===== config.mk =====
export PLATFORM = sky130hd
export DESIGN_NAME = dma_req_sched
export DESIGN_NICKNAME = d
export VERILOG_FILES = /design/src/rtl/dma_req_sched.sv
export SDC_FILE = /design/constraint.sdc
export NUM_CORES = 1
export LEC_CHECK = 0
export CORE_AREA = 2 2 84 86
export CTS_CLUSTER_DIAMETER = 200
export DETAILED_ROUTE_END_ITERATION = 8
export DIE_AREA = 0 0 86 88
export HOLD_SLACK_MARGIN = 0.12
export PLACE_DENSITY = 0.85
export SLEW_MARGIN = 15
export SYNTH_ARGS = -nofsm -noshare
export SYNTH_HDL_FRONTEND = slang
export SYNTH_SLANG_ARGS = --single-unit

===== constraint.sdc =====
create_clock -name clk_h -period 3.9 [get_ports clk_h]
set_input_delay 0.39 -clock clk_h [delete_from_list [all_inputs] [get_ports clk_h]]
set_output_delay 0.39 -clock clk_h [all_outputs]
set_load 0.05 [all_outputs]

===== src/rtl/dma_req_sched.sv =====
// Round-robin scheduler that shares one SDRAM<->ping-pong DMA engine between NREQ requesters.
// Launches the DMA with a one-cycle enable, then reports completion, rejection or a watchdog abort.
module dma_req_sched #(
    parameter int NREQ    = 3,
    parameter int AW      = 8,
    parameter int TIMEOUT = 1024,
    parameter int TW      = 11
) (
    input  logic               clk_h,
    input  logic               rst_n,
    input  logic [NREQ-1:0]    req_i,
    input  logic [NREQ-1:0]    req_rw_i,
    input  logic [NREQ*AW-1:0] req_beg_i,
    input  logic [NREQ*AW-1:0] req_dst_i,
    output logic [NREQ-1:0]    ack_o,
    output logic [NREQ-1:0]    done_o,
    output logic               done_err_o,
    output logic               err_sticky_o,
    input  logic               err_clr_i,
    output logic               dma_enable_o,
    output logic               dma_rw_o,
    output logic [AW-1:0]      dma_sdram_beg_o,
    output logic [AW-1:0]      dma_sdram_dst_o,
    input  logic               dma_finish_i,
    output logic               busy_o
);

    localparam int PW = (NREQ > 1) ? $clog2(NREQ) : 1;

    typedef enum logic [2:0] {
        S_IDLE,
        S_LAUNCH,
        S_WAIT,
        S_REJECT,
        S_DONE
    } state_e;

    state_e            state_q, state_d;
    logic [PW-1:0]     ptr_q, ptr_d;
    logic [PW-1:0]     gnt_q, gnt_d;
    logic [TW-1:0]     wdog_q, wdog_d;
    logic [NREQ-1:0]   ack_q, ack_d;
    logic [NREQ-1:0]   done_q, done_d;
    logic              done_err_q, done_err_d;
    logic              err_sticky_q, err_sticky_d;
    logic              dma_enable_q, dma_enable_d;
    logic              dma_rw_q, dma_rw_d;
    logic [AW-1:0]     beg_q, beg_d;
    logic [AW-1:0]     dst_q, dst_d;
    logic              busy_q, busy_d;

    logic              win_found;
    logic [PW-1:0]     win_idx;
    logic [PW-1:0]     cand;
    logic [AW-1:0]     sel_beg;
    logic [AW-1:0]     sel_dst;
    logic [PW-1:0]     ptr_next;

    // First requesting index at or above the pointer, wrapping around.
    always_comb begin
        win_found = 1'b0;
        win_idx   = '0;
        cand      = '0;
        for (int i = 0; i < NREQ; i++) begin
            cand = PW'((int'(ptr_q) + i) % NREQ);
            if (!win_found && req_i[cand]) begin
                win_found = 1'b1;
                win_idx   = cand;
            end
        end
    end

    assign sel_beg  = req_beg_i[win_idx*AW +: AW];
    assign sel_dst  = req_dst_i[win_idx*AW +: AW];
    assign ptr_next = (gnt_q == PW'(NREQ-1)) ? '0 : gnt_q + 1'b1;

    // NOTE: every next-state variable gets its default first, so no path can infer a latch.
    always_comb begin
        state_d      = state_q;
        ptr_d        = ptr_q;
        gnt_d        = gnt_q;
        wdog_d       = '0;
        ack_d        = '0;
        done_d       = '0;
        done_err_d   = 1'b0;
        err_sticky_d = err_clr_i ? 1'b0 : err_sticky_q;
        dma_enable_d = 1'b0;
        dma_rw_d     = dma_rw_q;
        beg_d        = beg_q;
        dst_d        = dst_q;

        unique case (state_q)
            S_IDLE: begin
                if (win_found) begin
                    gnt_d = win_idx;
                    ack_d = NREQ'(1) << win_idx;
                    if (sel_dst >= sel_beg) begin
                        state_d      = S_LAUNCH;
                        dma_enable_d = 1'b1;
                        dma_rw_d     = req_rw_i[win_idx];
                        beg_d        = sel_beg;
                        dst_d        = sel_dst;
                    end else begin
                        state_d      = S_REJECT;
                        err_sticky_d = 1'b1;
                    end
                end
            end
            S_LAUNCH: begin
                ptr_d   = ptr_next;
                state_d = S_WAIT;
            end
            S_WAIT: begin
                wdog_d = wdog_q + 1'b1;
                if (dma_finish_i) begin
                    state_d = S_DONE;
                    done_d  = NREQ'(1) << gnt_q;
                end else if (wdog_q == TW'(TIMEOUT-1)) begin
                    state_d      = S_DONE;
                    done_d       = NREQ'(1) << gnt_q;
                    done_err_d   = 1'b1;
                    err_sticky_d = 1'b1;
                end
            end
            S_REJECT: begin
                ptr_d      = ptr_next;
                state_d    = S_DONE;
                done_d     = NREQ'(1) << gnt_q;
                done_err_d = 1'b1;
            end
            S_DONE: begin
                state_d = S_IDLE;
            end
            default: begin
                state_d = S_IDLE;
            end
        endcase

        busy_d = (state_d != S_IDLE);
    end

    always_ff @(posedge clk_h) begin
        if (!rst_n) begin
            state_q      <= S_IDLE;
            ptr_q        <= '0;
            gnt_q        <= '0;
            wdog_q       <= '0;
            ack_q        <= '0;
            done_q       <= '0;
            done_err_q   <= 1'b0;
            err_sticky_q <= 1'b0;
            dma_enable_q <= 1'b0;
            dma_rw_q     <= 1'b0;
            beg_q        <= '0;
            dst_q        <= '0;
            busy_q       <= 1'b0;
        end else begin
            state_q      <= state_d;
            ptr_q        <= ptr_d;
            gnt_q        <= gnt_d;
            wdog_q       <= wdog_d;
            ack_q        <= ack_d;
            done_q       <= done_d;
            done_err_q   <= done_err_d;
            err_sticky_q <= err_sticky_d;
            dma_enable_q <= dma_enable_d;
            dma_rw_q     <= dma_rw_d;
            beg_q        <= beg_d;
            dst_q        <= dst_d;
            busy_q       <= busy_d;
        end
    end

    assign ack_o           = ack_q;
    assign done_o          = done_q;
    assign done_err_o      = done_err_q;
    assign err_sticky_o    = err_sticky_q;
    assign dma_enable_o    = dma_enable_q;
    assign dma_rw_o        = dma_rw_q;
    assign dma_sdram_beg_o = beg_q;
    assign dma_sdram_dst_o = dst_q;
    assign busy_o          = busy_q;

endmodule


; Word-level counts from Yosys, hierarchy flattened
; Cells that the tools add are included.
[totals]
wordCells = 78
register_bits = 45
out_inout_bits = 27
[classes]
n_mux = 33
addsub = 4
n_eq_ne = 5
magnitude_cmp = 5
div_mod_pow = 3
reduce_logical = 11
shifts = 4
[ops]
columns = cell, count
row1 = $mod 32x3->32 const B, 2
row2 = $shiftx 24x6->8, 2
row3 = $mod 3x3->32 const B, 1
row4 = $mux 1, 15
row5 = $mux 3, 5
row6 = $lt 2x3->1 const B, 4
row7 = $pmux 3 s4, 1
row8 = $add 11x1->11 const B, 1
row9 = $eq 11x10->1 const B, 1
row10 = $mux 2, 5
row11 = $bmux 1 s2, 4
row12 = $ge 8x8->1, 1
row13 = $eq 3x2->1 const B, 2
row14 = $pmux 3 s2, 1
row15 = $reduce_and 3->1, 2
row16 = $shl 1x2->3 const A, 2
row17 = $pmux 1 s2, 2
row18 = $reduce_and 2->1, 2
row19 = $add 2x1->3 const B, 1
row20 = $add 2x2->3 const B, 1
row21 = $eq 3x1->1 const B, 1
row22 = $logic_not 3->1, 1
row23 = $reduce_bool 3->1, 1
row24 = $add 2x1->2 const B, 1
row25 = other kinds (4), 6

; Longest topological paths before layout
; Gate-level depths: netlist of run 1.
[depth]
word_depth = 16
mapped_depth = 20
ltp_nobuf = 15

; Least setup slack after synthesis of run 1
; Ideal clock, no wire load.
[synth_timing]
path_kind = register -> register
startpoint = register ptr_q[0]
endpoint = register beg_q[0], in the netlist dma_sdram_beg_o[0]
stages_incl_launch_ff = 18
setup_slack_ps = 188
setup_ps = 70
arrival_ps = 3642
required_time_ps = 3830
cell_sequence = dfxtp_1 inv_1 ha_1 buf_2 o41ai_1 o221a_2 nor2_1 buf_2 a22oi_1 inv_1 ha_1 nand2b_1 a21o_1 a211oi_1 o31a_1 o21a_1 clkbuf_1 o2bb2ai_1
[synth_via]
elab_chain_len = 13
elab_cells_between_ends = 25
classes_between = 2 x add/sub / 3 x div / 1 x order compare / 2 x shift / 12 x mux / 5 x reduce/logical
[synth_rtl]
columns = item, line_no
row1 = start: declaration, 39  ; logic [PW-1:0] ptr_q, ptr_d;
row2 = start signal: assignment, 159  ; ptr_q <= ptr_d;
row3 = "parallel branches: the longest is 9 deep, another holds $mod 32x3->32", n/a
row4 = $mux 2 (*), 66  ; if (!win_found && req_i[cand]) begin
row5 = $shiftx 24x6->8 (*), 73  ; assign sel_beg = req_beg_i[win_idx*AW +: AW];
row6 = named net sel_beg[0], 55  ; logic [AW-1:0] sel_beg;
row7 = $ge 8x8->1, 97  ; if (sel_dst >= sel_beg) begin
row8 = $reduce_and 3->1 (no line), n/a
row9 = end signal: assignment, 168  ; beg_q <= beg_d;
row10 = end: declaration, 48  ; logic [AW-1:0] beg_q, beg_d;
; Mark *: on every way through the listed nets, which the timed path passes. The select of a mux whose other input is x is not followed.
; A chain may end at the register's enable or synchronous reset.

; Worst setup path in the final report of run 1
[layout_timing]
startpoint = register ptr_q[0]
endpoint = register dst_q[7], in the netlist dma_sdram_dst_o[7]
[layout_via]
elab_chain_len = 13
elab_cells_between_ends = 25
classes_between = 2 x add/sub / 3 x div / 1 x order compare / 2 x shift / 12 x mux / 5 x reduce/logical
[layout_rtl]
columns = item, line_no
row1 = "parallel branches: the longest is 9 deep, another holds $mod 32x3->32", n/a
row2 = $mux 2 (*), 66
row3 = $shiftx 24x6->8 (*), 74  ; assign sel_dst = req_dst_i[win_idx*AW +: AW];
row4 = named net sel_dst[6], 56  ; logic [AW-1:0] sel_dst;
row5 = $ge 8x8->1 (*), 97
row6 = $reduce_and 3->1 (no line) (*), n/a
row7 = end signal: assignment, 169  ; dst_q <= dst_d;
row8 = end: declaration, 49  ; logic [AW-1:0] dst_q, dst_d;
; Marked as above.

==> impl_results.md, run 1 <==
* First-pass GRT wire length at 12.2 mm
* Area post-placement at about 3800 um^2
* Sw Pwr at around 1.4 mW
* 1st-iter DRT viols at approximately 150
* Synth unique cells at 57
* First drt pass iteration count at 4
* Final worst-path cycle share at 0.948
* IO Count at 85
* CTS buffer count at 5
* RSZ-0062 raised after global routing: false
* Final slew viol count at 0
* Synth Register Bits at 45
* Via density at 5.66
* DRT Wirelength at around 7.5 mm
* Die Footprint at 7570 um^2
* Actual slew at the worst max-slew pin at 0.527 ns
* Final Hold Fails at 0
* Most common cell after layout, fill and taps aside: clkdlybuf4s50_1
* Leading register cell type out of synthesis: dfxtp_1
* Async set or reset register ratio after synthesis at 0
* Combinational Power Share at 0.665
* Port bufs at 84
* Leakage at 1.57 nW
* Ys Warns at 0
* Worst Hold Class: register to register
* Critical path required time at 4.12 ns
* WS Path Type: register to register
* Final Critical Period at 3.70 ns
* Post-layout power at ~3 mW
* R2R Setup Slk at 0.20 ns
* Max_slew headroom at 0.648
* Most frequent cells in the layout: 84 x clkdlybuf4s50_1, 45 x dfxtp_1, 26 x nor2_1
* Reg2reg end: dma_sdram_dst_o[7]$_SDFFE_PN0P_
* Nets at 476
* GP Congestion at 0.827
* Status: completed
* Final instance area at 3910 um^2
* Clock root buffer: clkbuf_8
* Total power divided by cell area at 751 nW/um^2
* Reg power frac at 0.233
* Max Cap Violations at 0
* Internal at 1.55 mW
* Antenna Nets Post-Route at 0
* Worst-skew pair later-pin latency at 0.31 ns
* Clock power share at 0.102
* Non-Filler Instances at about 490
* Inserted Diodes at 0
* FP Rows at 30
* Total clock sinks at 45
* Hold_sp: dma_rw_o$_SDFFE_PN0P_
* Die Y-Extent at about 90 um
* Core area at 6640 um^2
* Grt total ovfl at 0
* Largest fanout on the critical path at 11
* Post-synthesis cell area at 2770 um^2
* Number of flops mapped to enable cells by yosys at 0
* Mean area per synthesized cell at 8.81 um^2
* Setup TNS at 0 ns
* Switch share at 0.473
* Initial antenna violation count at 0
* Drt wl/cell at ~15 um
* Crit end category: register
* GRT Total Usage at 0.200
* Largest net degree at the start of global routing at 26
* Fillers at 559
* Hold Crit Depth at 2
* Die width at 86 um
* Sequential share of the synthesized area at 0.326
* Net count after synthesis at 385
* DP Wirelength at 5.83 mm
* Setup Skew at 0.00508 ns
* FF-to-FF Start: ptr_q[0]$_SDFFE_PN0P_
* Dpl cells at 477
* Vias at 2,749
* H-tree levels at 2
* CP Data Arrival Time at 3.91 ns
* TritonCTS clock tree: yes
* FMAX at 271 MHz
* WHS Endpoint: dma_rw_o$_SDFFE_PN0P_
* Clk buf depth at 2
* Cts hold-fix bufs at 0
* Worst vdd ir at 0.555 mV
* # DRC at 0
* P&R area growth vs syn at 41.3%
* Layout cells sized above 1 at 0.118
* Cell count after synthesis at 314
* Via count of the first global-routing pass at 2,668
* Crit path launch type: register
* CTS clk-pin slew, worst paths at about 0.090 ns
* Starting density of the core at 0.416
* R2R cell count at 14
* Final setup viols at 0
## sequential cells by signal, indices dropped and copies added (netlist names), 2 cells and up
name             flops
ack_o                3
done_o               3
gnt_q                2
dma_sdram_beg_o      8
ptr_q                2
wdog_q              11
state_q              3
dma_sdram_dst_o      8
## area by class of cell
class	instances	area, um^2	area share
well taps	80	100	0.0256
inverters	16	60.1	0.0154
multi-input cells	234	1740	0.444
repair buffers	103	1020	0.261
clock inverters	3	21.3	0.00544
clock buffers	5	68.8	0.0176
flip-flops and latches	45	901	0.230
## cell usage after synthesis, drive strengths merged, types with 3 or more instances
master | count | area, um^2
and3 | 7 | 43.8
a22oi | 8 | 65.1
xor2 | 5 | 43.8
ha | 13 | 163
dfxtp | 45 | 901
nor3b | 4 | 30.0
nand4 | 9 | 56.3
a21o | 10 | 75.1
a21boi | 8 | 60.1
nand3 | 12 | 72.6
nand2b | 9 | 56.3
o32ai | 3 | 26.3
mux2i | 4 | 52.6
nand3b | 3 | 22.5
buf | 13 | 95.1
clkbuf | 6 | 22.5
a211oi | 4 | 30.0
o22ai | 7 | 56.3
or2 | 4 | 25.0
o21a | 5 | 37.5
nor2b | 6 | 37.5
a21oi | 8 | 40.0
o211ai | 8 | 65.1
nand2 | 18 | 67.6
a311o | 7 | 70.1
nor2 | 27 | 101
and4 | 3 | 26.3
o2bb2ai | 14 | 123
inv | 16 | 60.1
o21ai | 4 | 23.8
## cell families after synthesis
family                     share of synthesized area
adders and majority gates                     0.0588
DFF                                            0.326
muxes                                         0.0244
xor gates and xnor gates                      0.0222
and+or+nand+nor                                0.221
buffers and inverters                         0.0642
AOI/OAI and AO/OA                              0.284
## power by group through the flow
stage          Combinational (mW)  Sequential [mW]  Clock (mW)
5_1_grt                      2.09            0.705       0.325
3_3_place_gp                 1.85            0.695           0
6_report                     1.95            0.685       0.299
3_5_place_dp                 1.90            0.693           0
4_1_cts                      1.92            0.686       0.303
2_1_floorplan               0.932             1.06           0
## per-stage QoR
| step | setup WS [ns] | hold slack (ns) | util |
|---|---|---|---|
| 6_report | 0.204 | 0.462 | 0.588 |
| 5_1_grt | 0.00943 | 0.491 | 0.588 |
| 4_1_cts | 0.0142 | 0.465 | 0.581 |
| 3_5_place_dp | -0.0914 | 0.451 | 0.566 |
| 3_3_place_gp | 0.0384 | 0.440 | 0.566 |
| 2_1_floorplan | 0.188 | 0.431 | - |
## metal layers
| metal | GRT usage | vias up | share of wire |
|---|---|---|---|
| met5 | 0 | - | 0 |
| met2 | 0.346 | 84 | 0.50 |
| met3 | 0.0396 | 17 | 0.049 |
| li1 | - | 1344 | - |
| met1 | 0.248 | 1304 | 0.43 |
| met4 | 0.0707 | 0 | 0.021 |
## worst max-delay path, stage by stage (launching register included)
cell	delay, ns
dfxtp_1	0.41
inv_1	0.10
ha_2	0.38
o41ai_2	0.44
o221a_2	0.30
nor2_4	0.07
buf_4	0.16
a22oi_1	0.26
inv_1	0.10
ha_1	0.31
nand4_1	0.10
o31a_1	0.35
or2_4	0.27
buf_4	0.14
o32ai_1	0.21
## timing repair
action                                  CTS  global route
endpoints found under the setup margin   17            20
setup buffers                             0             1
gates resized for setup                   2             8
cloned                                    0             0
endpoints found under the hold margin     0             0
pin swaps                                 0             1
## how the worst max path moves through the flow
stage                                startpoint                              end  depth (start not counted)
after global placement                 req_i[2]  dma_sdram_dst_o[6]$_SDFFE_PN0P_                         16
final                     ptr_q[0]$_SDFFE_PN0P_  dma_sdram_dst_o[7]$_SDFFE_PN0P_                         14
after CTS                 ptr_q[0]$_SDFFE_PN0P_  dma_sdram_dst_o[6]$_SDFFE_PN0P_                         17
after detailed placement               req_i[2]  dma_sdram_dst_o[6]$_SDFFE_PN0P_                         16
after global routing      ptr_q[1]$_SDFFE_PN0P_  dma_sdram_beg_o[0]$_SDFFE_PN0P_                         17
after floorplan           ptr_q[0]$_SDFFE_PN0P_  dma_sdram_beg_o[0]$_SDFFE_PN0P_                         17
Power figures use the tool's default switching activity.
==> run 2: changes to the inputs <==
--- a/config.mk
+++ b/config.mk
@@ -5,13 +5,15 @@
 export SDC_FILE = /design/constraint.sdc
 export NUM_CORES = 1
 export LEC_CHECK = 0
+export CAP_MARGIN = 0
 export CORE_AREA = 2 2 84 86
 export CTS_CLUSTER_DIAMETER = 200
 export DETAILED_ROUTE_END_ITERATION = 8
 export DIE_AREA = 0 0 86 88
 export HOLD_SLACK_MARGIN = 0.12
-export PLACE_DENSITY = 0.85
+export PLACE_DENSITY = 0.75
 export SLEW_MARGIN = 15
 export SYNTH_ARGS = -nofsm -noshare
 export SYNTH_HDL_FRONTEND = slang
 export SYNTH_SLANG_ARGS = --single-unit
+export TNS_END_PERCENT = 30
==> run 2 against run 1 <==
Clock power is 2% lower; clock skew is 0.00079 ns lower; die area stayed put; maximum frequency is 0.28% higher; flip-flop and latch count stayed put; via count is 1.7% higher; count of clock-buffer cells in the layout stayed put; critical path type unchanged.
==> impl_results.md, run 2 (same netlist as run 1, synthesis figures left out) <==
* Status: completed
* Multi-input gate area at 1740 um^2
* Most frequent cells in the layout: 84 x clkdlybuf4s50_1, 44 x dfxtp_1, 38 x buf_4
* CTS buffer count at 5
* Worst-skew pair later-pin latency at 0.29 ns
* Port bufs at between 80 and 90
* Die Y-Extent at 88 um
* Final slew viol count at 0
* 1st-iter DRT viols at 90
* R2R Setup Slk at 0.21 ns
* TritonCTS clock tree: yes
* Worst vdd ir at 0.499 mV
* M1 wire length at between 3 and 4 mm
* Nets at around 500
* Register Area at about 900 um^2
* DRT Wirelength at 7.59 mm
* Vias at 2,796
* R2R cell count at 16
* FP Rows at 30
* FMAX at 271 MHz
* Highest metal used: met4
* Core area at 6640 um^2
* Total power divided by cell area at around 760 nW/um^2
* CTS clk-pin slew, worst paths at 0.09 ns
* Antenna Nets Post-Route at 0
* WL met3 at 296 um
* Fillers at 571
* Sw Pwr at 1.43 mW
* Total clock sinks at 45
* Clk buf depth at 2
* Worst Hold Class: register to register
* GRT Total Usage at 0.198
* Largest fanout on the critical path at 14
* Starting density of the core at 0.416
* Setup Skew at 0.00429 ns
* FF-to-FF Start: ptr_q[1]$_SDFFE_PN0P_
* Inserted Diodes at 0
* Final worst-path cycle share at 0.945
* H-tree levels at 2
* Critical path required time at 4.12 ns
* Via count of the first global-routing pass at 2,720
* Combinational Power Share at 0.680
* Final Critical Period at 3.69 ns
* Initial antenna violation count at 0
* Final Hold Fails at 0
* Clock power share at 0.095
* Final setup viols at 0
* IO Count at 85
* DP Wirelength at 5.86 mm
* # DRC at 0
* Final Util at 0.611
* Internal at 1.65 mW
* Die width at 86 um
* WHS Endpoint: wdog_q[10]$_SDFF_PN0_
* P&R area growth vs syn at 46.8%
* Max reg flops at 11
* Via density at 5.50
* Hold_sp: wdog_q[10]$_SDFF_PN0_
* WL met2 at around 3.7 mm
* WS Path Type: register to register
* Drt wl/cell at 14.9 um
* Leakage at 1.66 nW
* Max Cap Violations at 0
* GP Congestion at 0.869
* Die Footprint at ~7600 um^2
* Crit path launch type: register
* Crit end category: register
* Most common cell after layout, fill and taps aside: clkdlybuf4s50_1
* Switch share at 0.463
* First drt pass iteration count at 4
* Largest net degree at the start of global routing at 22
* First-pass GRT wire length at 12.3 mm
* Reg with most FFs: wdog_q
* Max_slew headroom at 0.659
* Area post-placement at 3890 um^2
* CP Data Arrival Time at 3.91 ns
* Cts hold-fix bufs at 0
* Grt total ovfl at 0
* Layout cells sized above 1 at 0.171
* Final instance area at 4060 um^2
* Actual slew at the worst max-slew pin at 0.510 ns
* Hold Crit Depth at 2
* Reg power frac at 0.225
* Reg2reg end: dma_sdram_beg_o[3]$_SDFFE_PN0P_
* Clock root buffer: clkbuf_8
==> run 2: layer usage <==
metal / up-vias / GRT usage
met5: - / 0
met4: 0 / 0.0418
met3: 6 / 0.0320
met2: 78 / 0.338
met1: 1320 / 0.265
li1: 1392 / -
==> run 2: final cells by class <==
cell class                 instances  area share
clock buffer                       5      0.0169
clock inverter                     3     0.00524
inverter                          16      0.0148
multi-input combinational        234       0.429
sequential                        45       0.222
tap                               80      0.0246
timing repair buffer             125       0.288
==> run 2: through the flow <==
| stage | hold slack [ns] | TNS (ns) | total power, mW | worst slack, ns | std cells |
|---|---|---|---|---|---|
| 2_1_floorplan | 0.431 | 0 | 1.99 | 0.188 | 314 |
| 3_3_place_gp | 0.440 | -0.0411 | 2.67 | -0.0103 | 498 |
| 3_5_place_dp | 0.445 | -1.47 | 2.70 | -0.119 | 498 |
| 4_1_cts | 0.456 | 0 | 3.00 | 0.00517 | 506 |
| 5_1_grt | 0.484 | -0.615 | 3.30 | -0.0581 | 508 |
| 6_report | 0.455 | 0 | 3.08 | 0.214 | 508 |
==> run 2: worst max-delay path, cell delays in order, from the launching register on <==
cell and delay, ns:
dfxtp_1 0.38, inv_1 0.12, ha_4 0.20, mux2_4 0.32, mux2i_4 0.27, nand3_4 0.18
buf_4 0.20, a311o_1 0.35, o22ai_1 0.20, ha_1 0.28, a21o_1 0.17, a211oi_2 0.24
o31a_1 0.18, buf_4 0.12, o21a_1 0.14, buf_12 0.15, o2bb2ai_1 0.12
==> run 2: timing repair <==
item                                    CTS  global route
endpoints found under the setup margin   15            20
gates resized for setup                   1            13
pin swaps                                 0             2
setup buffers                             0             2
==> run 2: worst max-delay path by stage <==
| stage | from | end | slack, ns | cells after the start |
|---|---|---|---|---|
| 2_1_floorplan | ptr_q[0]$_SDFFE_PN0P_ | dma_sdram_beg_o[0]$_SDFFE_PN0P_ | 0.19 | 17 |
| 3_3_place_gp | req_i[1] | dma_sdram_dst_o[6]$_SDFFE_PN0P_ | -0.01 | 15 |
| 3_5_place_dp | req_i[1] | dma_sdram_beg_o[3]$_SDFFE_PN0P_ | -0.12 | 15 |
| 4_1_cts | ptr_q[1]$_SDFFE_PN0P_ | dma_sdram_beg_o[3]$_SDFFE_PN0P_ | 0.005 | 16 |
| 5_1_grt | ptr_q[1]$_SDFFE_PN0P_ | dma_sdram_beg_o[3]$_SDFFE_PN0P_ | -0.06 | 17 |
| 6_report | ptr_q[1]$_SDFFE_PN0P_ | dma_sdram_beg_o[3]$_SDFFE_PN0P_ | 0.21 | 16 |
==> run 2: power groups by stage <==
stage / Combinational, mW / Clock, mW / Sequential [mW]
floorplan: 0.932 / 0 / 1.06
global placement: 1.97 / 0 / 0.696
detailed placement: 2.00 / 0 / 0.693
CTS: 2.01 / 0.300 / 0.688
global route: 2.27 / 0.320 / 0.710
finish: 2.09 / 0.293 / 0.693
